## src/rtl/compl_pkg.sv

```systemverilog
// Shared widths, ROM quarter-turn offset and FSM encoding for the complex
// cos/sin scheduler.
package compl_pkg;
   localparam int ANGLE_W = 12;
   localparam int DATA_W  = 16;
   localparam logic [ANGLE_W-1:0] QUARTER = 12'd1024;

   typedef enum logic [1:0] {
      ST_IDLE = 2'd0,
      ST_COS  = 2'd1,
      ST_SIN  = 2'd2,
      ST_DONE = 2'd3
   } state_t;
endpackage

```

## src/rtl/rr_arbiter.sv

```systemverilog
// Combinational round-robin pick: first set request searching upward from
// last+1 with wrap. The pointer register lives in the caller.
module rr_arbiter #(
   parameter int NREQ = 4,
   parameter int IDW  = 2
) (
   input  logic [NREQ-1:0] req,
   input  logic [IDW-1:0]  last,
   input  logic            enable,
   output logic [NREQ-1:0] grant,
   output logic [IDW-1:0]  idx,
   output logic            any
);
   logic [IDW-1:0] w_cand;

   always_comb begin
      grant  = '0;
      idx    = '0;
      any    = 1'b0;
      w_cand = '0;
      for (int k = 1; k <= NREQ; k++) begin
         w_cand = IDW'((int'(last) + k) % NREQ);
         if (enable && !any && req[w_cand]) begin
            any           = 1'b1;
            grant[w_cand] = 1'b1;
            idx           = w_cand;
         end
      end
   end
endmodule

```

## src/rtl/compl_sched.sv

```systemverilog
// Round-robin scheduler sharing one cos ROM: cos(a) then cos(a-1024) = sin(a).
// Define COMPL_SCHED_PRIO0_EN to give requester 0 fixed absolute priority.
module compl_sched
   import compl_pkg::*;
#(
   parameter int NREQ = 4,
   parameter int IDW  = 2
) (
   input  logic                      clk,
   input  logic                      reset,
   input  logic [NREQ-1:0]           req_i,
   input  logic [ANGLE_W*NREQ-1:0]   angle_i,
   output logic [ANGLE_W-1:0]        rom_angle_o,
   input  logic [DATA_W-1:0]         rom_data_i,
   output logic [DATA_W-1:0]         r_o,
   output logic [DATA_W-1:0]         i_o,
   output logic [IDW-1:0]            id_o,
   output logic                      valid_o,
   output logic [NREQ-1:0]           done_o,
   output logic                      busy_o
);
   state_t               r_state;
   logic [ANGLE_W-1:0]   r_angle_q;
   logic [IDW-1:0]       r_gid;
   logic [IDW-1:0]       r_last;
   logic [DATA_W-1:0]    r_rq;

   logic [NREQ-1:0]      w_arb_req;
   logic [NREQ-1:0]      w_arb_gnt;
   logic [IDW-1:0]       w_arb_idx;
   logic                 w_arb_any;
   logic                 w_take0;
   logic                 w_gnt;
   logic [IDW-1:0]       w_gidx;
   logic [ANGLE_W-1:0]   w_angle_sel;

`ifdef COMPL_SCHED_PRIO0_EN
   // Requester 0 bypasses the ring; the rest rotate among themselves.
   assign w_take0   = req_i[0];
   assign w_arb_req = {req_i[NREQ-1:1], 1'b0};
`else
   assign w_take0   = 1'b0;
   assign w_arb_req = req_i;
`endif

   rr_arbiter #(.NREQ(NREQ), .IDW(IDW)) u_arb (
      .req    (w_arb_req),
      .last   (r_last),
      .enable (r_state == ST_IDLE),
      .grant  (w_arb_gnt),
      .idx    (w_arb_idx),
      .any    (w_arb_any)
   );

   assign w_gnt  = w_take0 | w_arb_any;
   assign w_gidx = w_take0 ? '0 : w_arb_idx;

   always_comb begin
      w_angle_sel = '0;
      for (int k = 0; k < NREQ; k++)
         if (w_gidx == IDW'(k)) w_angle_sel = angle_i[ANGLE_W*k +: ANGLE_W];
   end

   assign rom_angle_o = (r_state == ST_SIN) ? r_angle_q - QUARTER : r_angle_q;
   assign busy_o      = (r_state != ST_IDLE);

   always_ff @(posedge clk or posedge reset) begin
      if (reset) begin
         r_state   <= ST_IDLE;
         r_angle_q <= '0;
         r_gid     <= '0;
         r_last    <= IDW'(NREQ-1);
         r_rq      <= '0;
         r_o       <= '0;
         i_o       <= '0;
         id_o      <= '0;
         valid_o   <= 1'b0;
         done_o    <= '0;
      end else begin
         valid_o <= 1'b0;
         done_o  <= '0;
         case (r_state)
            ST_IDLE: begin
               if (w_gnt) begin
                  r_angle_q <= w_angle_sel;
                  r_gid     <= w_gidx;
                  if (!w_take0) r_last <= w_arb_idx;
                  r_state   <= ST_COS;
               end
            end
            ST_COS: begin
               r_rq    <= rom_data_i;
               r_state <= ST_SIN;
            end
            // Publish at the SIN exit so results and pulses are visible in DONE.
            ST_SIN: begin
               r_o     <= r_rq;
               i_o     <= rom_data_i;
               id_o    <= r_gid;
               valid_o <= 1'b1;
               done_o  <= {{(NREQ-1){1'b0}}, 1'b1} << r_gid;
               r_state <= ST_DONE;
            end
            ST_DONE: r_state <= ST_IDLE;
            default: r_state <= ST_IDLE;
         endcase
      end
   end
endmodule

```

## config.mk

```make
export PLATFORM = sky130hd
export DESIGN_NAME = compl_sched
export DESIGN_NICKNAME = d
export VERILOG_FILES = /design/src/rtl/compl_pkg.sv /design/src/rtl/rr_arbiter.sv /design/src/rtl/compl_sched.sv
export SDC_FILE = /design/constraint.sdc
export NUM_CORES = 1
export LEC_CHECK = 0
export CAP_MARGIN = 5
export CORE_UTILIZATION = 27
export DETAILED_ROUTE_END_ITERATION = 8
export MAX_ROUTING_LAYER = met4
export SYNTH_ARGS = -nofsm -noshare
export SYNTH_HDL_FRONTEND = slang
export SYNTH_SLANG_ARGS = --single-unit
```

## constraint.sdc

```tcl
create_clock -name clk -period 4.6 [get_ports clk]
set_input_delay 0.46 -clock clk [delete_from_list [all_inputs] [get_ports clk]]
set_output_delay 0.46 -clock clk [all_outputs]
set_load 0.1 [all_outputs]
```

== Word-level counts from Yosys, hierarchy flattened ==
Cells that the tools add are included.

* Register bits: 73
* Bits in latches: 0
* Bits in writable memories: 0
* Memory bits (read-only): 0
* Input bits: 70
* Output and inout port bits: 52
* Logic and storage cells: 66
* Memories: 0

* $add $sub $neg: 5
* $mul: 0
* Div/mod/pow operators: 0
* Order comparisons: 4
* Equality and inequality tests: 7
* Shifts and indexed selects: 1
* Mux-type cells: 25
* Bitwise gates (word level): 0
* Reduce and logical (&&, ||, !) cells: 14

{| class="wikitable"
|+ Operators with widths
! operator !! number
|-
| $mux 12 || 5
|-
| $lt 2x3->1 const B || 4
|-
| $sub 12x11->12 const B || 1
|-
| $mux 2 || 5
|-
| $mux 1 || 9
|-
| $bmux 1 s2 || 4
|-
| $eq 2x2->1 const B || 4
|-
| $pmux 2 s4 || 1
|-
| $logic_and 1x1->1 || 7
|-
| $add 2x1->2 const B || 2
|-
| $add 2x2->2 const B || 2
|-
| $eq 2x1->1 const B || 2
|-
| $logic_not 2->1 || 2
|-
| $mux 4 || 1
|-
| $shl 1x2->4 const A || 1
|-
| $logic_not 1->1 || 3
|-
| $ne 2x2->1 const B || 1
|-
| $reduce_and 2->1 || 1
|-
| $reduce_bool 2->1 || 1
|}

== Longest topological paths before layout ==
Gate-level depths: netlist of the first run.

* Depth in word-level cells: 22
* Gate-level depth with buffers: 9
* Gate-level depth less buffers: 7

== By module ==
Synthesis of the first run repeated with hierarchy kept, for this count alone.

* Cells, all modules: 259
* Area total of the unflattened synthesis: 3634.7 sq um

{| class="wikitable"
|+ By module, submodules not included
! module !! instances !! cells each !! area an instance (sq um) !! sequential area each (sq um)
|-
| compl_sched || 1 || 194 || 3113.0 || 1829.3
|-
| rr_arbiter || 1 || 65 || 521.8 || 0.0
|}

== Worst setup path before layout of the first run ==
OpenSTA, ideal clock, no wires.

* Kind: reg-to-output
* Start: register r_state[0]
* End: output rom_angle_o[10]
* Arrival time: 2431 ps
* Required time: 4140 ps
* Slack: 1709 ps
* Cell stages (with the launch flop): 5
* Buffers on the path: 1
* Path through: dfrtp_1 inv_1 ha_1 clkbuf_1 xor2_1

* Word-level cells in the longest chain between the ends: 2

{| class="wikitable"
|+ RTL lines
! item !! RTL line !! source
|-
| from (decl) || compl_sched.sv:22 || <nowiki>state_t r_state;</nowiki>
|-
| from (signal assigned) || compl_sched.sv:69 || <nowiki>r_state <= ST_IDLE;</nowiki>
|-
| from (signal assigned) || compl_sched.sv:88 || <nowiki>r_state <= ST_COS;</nowiki>
|-
| from (signal assigned) || compl_sched.sv:93 || <nowiki>r_state <= ST_SIN;</nowiki>
|-
| $eq 2x2->1 || compl_sched.sv:64 || <nowiki>assign rom_angle_o = (r_state == ST_SIN) ? r_angle_q - QUARTER : r_angle_q;</nowiki>
|-
| $mux 12 || compl_sched.sv:64 ||
|-
| to (decl) || compl_sched.sv:13 || <nowiki>output logic [ANGLE_W-1:0] rom_angle_o,</nowiki>
|}

No other way between the ends.

== Final worst setup path of the first run ==
* Start: register r_state[0]
* End: output rom_angle_o[11]

Same word-level chain as after synthesis.

==> results of run 1 <==
[sequential cells by signal (all words and copies together) (netlist names)]
register / cells
r_state: 2
r_last: 2
valid_o: 1
i_o: 16
r_rq: 16
r_o: 16
r_angle_q: 12
id_o: 2
r_gid: 2
done_o: 4
[layout by cell type (no fill, tap or decap), types with 2 or more instances in the layout]
cell type / instances
a31oi_1: 2
buf_4: 4
bufinv_16: 2
clkbuf_16: 9
clkdlybuf4s50_1: 121
clkinvlp_4: 3
dfrtp_1: 71
dfstp_2: 2
ha_1: 2
inv_1: 8
mux2_2: 49
mux2i_1: 24
nand2_1: 23
nand2b_1: 3
nor2_1: 2
o21ai_0: 3
o221ai_1: 4
o221ai_2: 8
[final cells by class]
class | instances | area share
clock inverters | 6 | 0.0188
well taps | 143 | 0.0368
repair buffers | 125 | 0.255
multi-input cells | 134 | 0.260
clock buffers | 10 | 0.0470
inverters | 9 | 0.00694
flip-flops and latches | 73 | 0.376
[routing by layer]
layer,GRT usage,share of wire
met1,0.149,0.44
met2,0.194,0.47
met3,0.0481,0.083
met4,0.0320,0.0048
met5,-,0
[worst max-delay path: stages (launching register included)]
cell,delay (ps)
dfrtp_1,380
inv_1,100
ha_2,210
nand2b_1,80
xnor2_1,140
clkdlybuf4s50_1,1160
[per-stage QoR]
stage          hold slack, ps  instance area (µm²)
6_report                  485                 4870
4_1_cts                   485                 4870
3_3_place_gp              470                 4550
3_5_place_dp              472                 4550
5_1_grt                   508                 4870
2_1_floorplan             454                 3280
[worst paths after layout]
kind | startpoint | end | depth (start not counted)
max reg2reg | r_state[1] | r_angle_q[7] | 8
max | r_state[0] | rom_angle_o[11] | 5
min reg2reg | r_last[1] | r_last[1] | 2
max in group asynchronous | reset | r_last[0] | 3
min | r_last[1] | r_last[1] | 2
min in group asynchronous | reset | r_o[15] | 2
[cells by family after synthesis]
kind of cell,share of synthesized area
muxes,0.242
DFF,0.558
buffers and inverters,0.0600
and+or+nand+nor,0.0413
AOI/OAI and AO/OA,0.0817
adders and majority gates,0.0115
xor gates and xnor gates,0.00535
==> results.sh, run 1 <==
export IMPL_status="finished with violations"
export IMPL_violations="DRC"
export IMPL_area_delta_synth_final_pct=48.6
export IMPL_die_w_um=112
export IMPL_post_cts_resized=0
export IMPL_rows=39
export IMPL_cp_data_required_time_ps=4140
export IMPL_n_fill_cell=1137
export IMPL_rrSetupSlack_ps=2250
export IMPL_wl_per_cell_um=14.1
export IMPL_clockRootBuffer="clkbuf_16"
export IMPL_crit_type="reg -> out"
export IMPL_cp_arrival_ps=2400
export IMPL_synthesis_area_um2=3280
export IMPL_yosysTopAreaCellShare=0.542
export IMPL_hold_violations=0
export IMPL_grt_total_usage=0.124
export IMPL_syn_area_per_cell_um2=13.8
export IMPL_grt_pass1_wl_um=11900
export IMPL_drive_gt1_frac=0.232
export IMPL_worst_pin_slew_ps=1020
export IMPL_dieArea_um2=12600
export IMPL_h_tree_depth=3
export IMPL_seq_area_um2=1830
export IMPL_worst_hold_path_type="reg -> reg"
export IMPL_routed_wl_um=7060
export IMPL_worst_setup_path_start_kind="flip-flop"
export IMPL_drv_slew=0
export IMPL_max_cap_violations=0
export IMPL_vias=2265
export IMPL_fin_setup_tns_ps=0
export IMPL_path_clk_slew_ps=60
export IMPL_hold_buffers=0
export IMPL_clock_sinks=73
export IMPL_multi_input_area_um2=1260
export IMPL_drc=8
export IMPL_drt_iter0_markers=74
export IMPL_ant_nets=0
export IMPL_overflow=0
export IMPL_pre_cts_slack_ps=1730
export IMPL_synth_seq_area_share=0.558
export IMPL_numCtsBuffers=9
export IMPL_fmax_mhz=350
export IMPL_final_core_util=0.419
export IMPL_insertion_delay_ps=320
export IMPL_grt_max_degree=41
export IMPL_firstDrtPassIters=8
export IMPL_yosysMostFrequentCell="dfrtp_1"
export IMPL_hpwl_um=4990
export IMPL_max_slew_margin=0.315
export IMPL_placement_io_buffers=121
export IMPL_antenna_found_initial=0
export IMPL_synthFlopType="dfrtp_1"
export IMPL_synthTopCellsByArea="dfrtp_1, mux2_2, mux2i_1, o221ai_2, nand2_1"
export IMPL_gp_congestion=0.762
export IMPL_ys_warn_count=0
export IMPL_synth_common_cells="dfrtp_1, mux2_2, mux2i_1"
export IMPL_synthesis_nets=311
export IMPL_min_period_ps=2860
export IMPL_first_global_vias=2361
export IMPL_num_io_pins=122
export IMPL_async_flop_share=1.00
export IMPL_synth_edf_count=0
export IMPL_stdcell_count=500
export IMPL_cts_tree="built"
export IMPL_yosys_area_top_type="dfrtp_1"
export IMPL_antenna_cells=0
export IMPL_worstSetupEndpointType="output pin"
export IMPL_fin_skew_ps=4.59
export IMPL_die_h_um=112
export IMPL_worst_slack_ps=1740
export IMPL_syn_instance_count=238
export IMPL_post_cts_buffers=0
export IMPL_nets=425
export IMPL_place_inst=484
export IMPL_setup_viol_count_final=0
export IMPL_rsz0062_at_grt="false"
export IMPL_clock_path_buffers=2
export IMPL_design_core_area_um2=11600
export IMPL_initial_core_util=0.282
export IMPL_vias_per_cell=4.53
export IMPL_synth_distinct_cells=32
export IMPL_cp_max_fo=3
export IMPL_timing_final_crit_share=0.621
export IMPL_synth_seq_cells=73
Power of run 1 is left out: the tool's default activity adds up to more than one toggle a clock period on the data nets, which glitch-free logic cannot reach.
==> inputs of run 2 (changes only) <==
==> constraint.sdc (replaced) <==
create_clock -name clk -period 2.4 [get_ports clk]
set_input_delay 0.24 -clock clk [delete_from_list [all_inputs] [get_ports clk]]
set_output_delay 0.24 -clock clk [all_outputs]
set_load 0.1 [all_outputs]
==> run 2 against run 1 <==
Compared with the run above: the flow still finishes with violations (DRC); cell count increased by 0.80%; critical endpoint unchanged; die area unchanged; critical path depth unchanged.
==> results.sh, run 2 (synthesis gave the netlist of run 1 again) <==
export IMPL_status="finished with violations"
export IMPL_violations="DRC"
export IMPL_num_io_pins=122
export IMPL_critPathBufInv=2
export IMPL_cts_tree="built"
export IMPL_gp_congestion=0.710
export IMPL_cp_max_fo=17
export IMPL_min_period_ps=2130
export IMPL_critPathTopFamily="adder cells"
export IMPL_post_cts_buffers=0
export IMPL_numCtsBuffers=9
export IMPL_critical_path_max_stage_delay_ps=500
export IMPL_timing_final_crit_share=0.887
export IMPL_drc=8
export IMPL_path_cells="inv_1 > ha_2 > nand2b_1 > xnor2_2 > buf_12"
export IMPL_firstDrtPassIters=6
export IMPL_r2r_end="r_angle_q[8]"
export IMPL_fin_setup_tns_ps=0
export IMPL_worst_setup_path_start_kind="flip-flop"
export IMPL_post_cts_resized=0
export IMPL_first_global_vias=2404
export IMPL_grt_pass1_wl_um=11900
export IMPL_cpMaxStageDelayCell="ha_2"
export IMPL_drive_gt1_frac=0.388
export IMPL_rrSetupSlack_ps=370
export IMPL_antenna_found_initial=0
export IMPL_vias_per_cell=4.58
export IMPL_die_w_um=112
export IMPL_grt_max_degree=34
export IMPL_worstSetupEndpointType="output pin"
export IMPL_die_h_um=112
export IMPL_setup_worst_path_end="rom_angle_o[11]"
export IMPL_stdcell_count=504
export IMPL_worst_pin_slew_ps=572
export IMPL_nets=430
export IMPL_clock_path_buffers=2
export IMPL_worstSetupStartpoint="r_state[0]"
export IMPL_fin_skew_ps=6.36
export IMPL_placement_io_buffers=121
export IMPL_hpwl_um=5260
export IMPL_ant_nets=0
export IMPL_wl_per_cell_um=14.4
export IMPL_cp_data_required_time_ps=2160
export IMPL_setup_viol_count_final=0
export IMPL_path_clk_slew_ps=60
export IMPL_design_core_area_um2=11600
export IMPL_place_inst=489
export IMPL_overflow=0
export IMPL_reg_largest_list="i_o x16, r_o x16, r_rq x16"
export IMPL_clock_sinks=73
export IMPL_antenna_cells=0
export IMPL_cp_num_cells=5
export IMPL_h_tree_depth=3
export IMPL_reg2reg_from="r_state[0]"
export IMPL_drt_iter0_markers=100
export IMPL_clockRootBuffer="clkbuf_16"
export IMPL_max_cap_violations=0
export IMPL_cp_arrival_ps=1890
export IMPL_stdcell_area_um2=4790
export IMPL_fmax_mhz=470
export IMPL_worst_hold_path_type="in -> async"
export IMPL_routed_wl_um=7270
export IMPL_dieArea_um2=12600
export IMPL_rows=39
export IMPL_crit_type="reg -> out"
export IMPL_rr_worst_depth=8
export IMPL_post_dp_cell_area_um2=4520
export IMPL_grt_total_usage=0.126
export IMPL_max_slew_margin=0.618
export IMPL_drv_slew=0
export IMPL_vias=2308
export IMPL_hold_violations=0
export IMPL_final_common_cell="dfrtp_1"
export IMPL_insertion_delay_ps=320
export IMPL_hold_buffers=0
export IMPL_initial_core_util=0.282
export IMPL_area_delta_synth_final_pct=46.1
export IMPL_layout_common_cells="dfrtp_1, clkdlybuf4s50_1, buf_4"
export IMPL_rsz0062_at_grt="false"
run 2: changes by cell type in the layout (fill, tap and decap cells not counted), moves of 2 or more:
cell,delta
bufinv_16,-2
buf_4,+53
buf_12,+4
clkdlybuf4s50_1,-52
clkinv_2,+3
clkinvlp_4,-2
run 2: how the worst min path moves through the flow:
stage              startpoint        end  slack (ps)  depth (start not counted)
2_1_floorplan  rom_data_i[10]   r_rq[10]         390                          1
3_3_place_gp        r_last[0]  r_last[0]         470                          2
3_5_place_dp        r_last[0]  r_last[0]         470                          2
4_1_cts                 reset    i_o[14]         310                          2
5_1_grt                 reset    r_o[12]         330                          2
6_report                reset    i_o[14]         290                          2
run 2: through the flow:
step           hold WS (ps)  utilization  setup WS, ps
2_1_floorplan           392            -          90.0
3_3_place_gp            469        0.389           335
3_5_place_dp            471        0.389           237
4_1_cts                 307        0.412           207
5_1_grt                 335        0.412           122
6_report                287        0.412           272
run 2: worst reg2reg max path: cells and delay by family, from the launching register on:
family | cells | cell delay, ps
compound gates | 3 | 620
buf+inv | 3 | 400
flops | 1 | 370
fa+ha+maj | 1 | 320
mux | 1 | 200
run 2: layout make-up:
| cell class | instances | area (µm²) |
|---|---|---|
| repair buffers | 130 | 1200 |
| flip-flops and latches | 73 | 1830 |
| clock buffers | 12 | 246 |
| multi-input cells | 134 | 1280 |
| clock inverters | 3 | 17.5 |
| well taps | 143 | 179 |
| inverters | 9 | 35.0 |
| fillers | 1098 | 6830 |
run 2: per-layer routing:
layer,share of wire,up-vias,global-route usage
li1,-,1068,-
met1,0.45,1134,0.152
met2,0.47,96,0.199
met3,0.064,10,0.0302
met4,0.017,0,0.0631
met5,0,-,-
Power of run 2 is left out for the same reason.
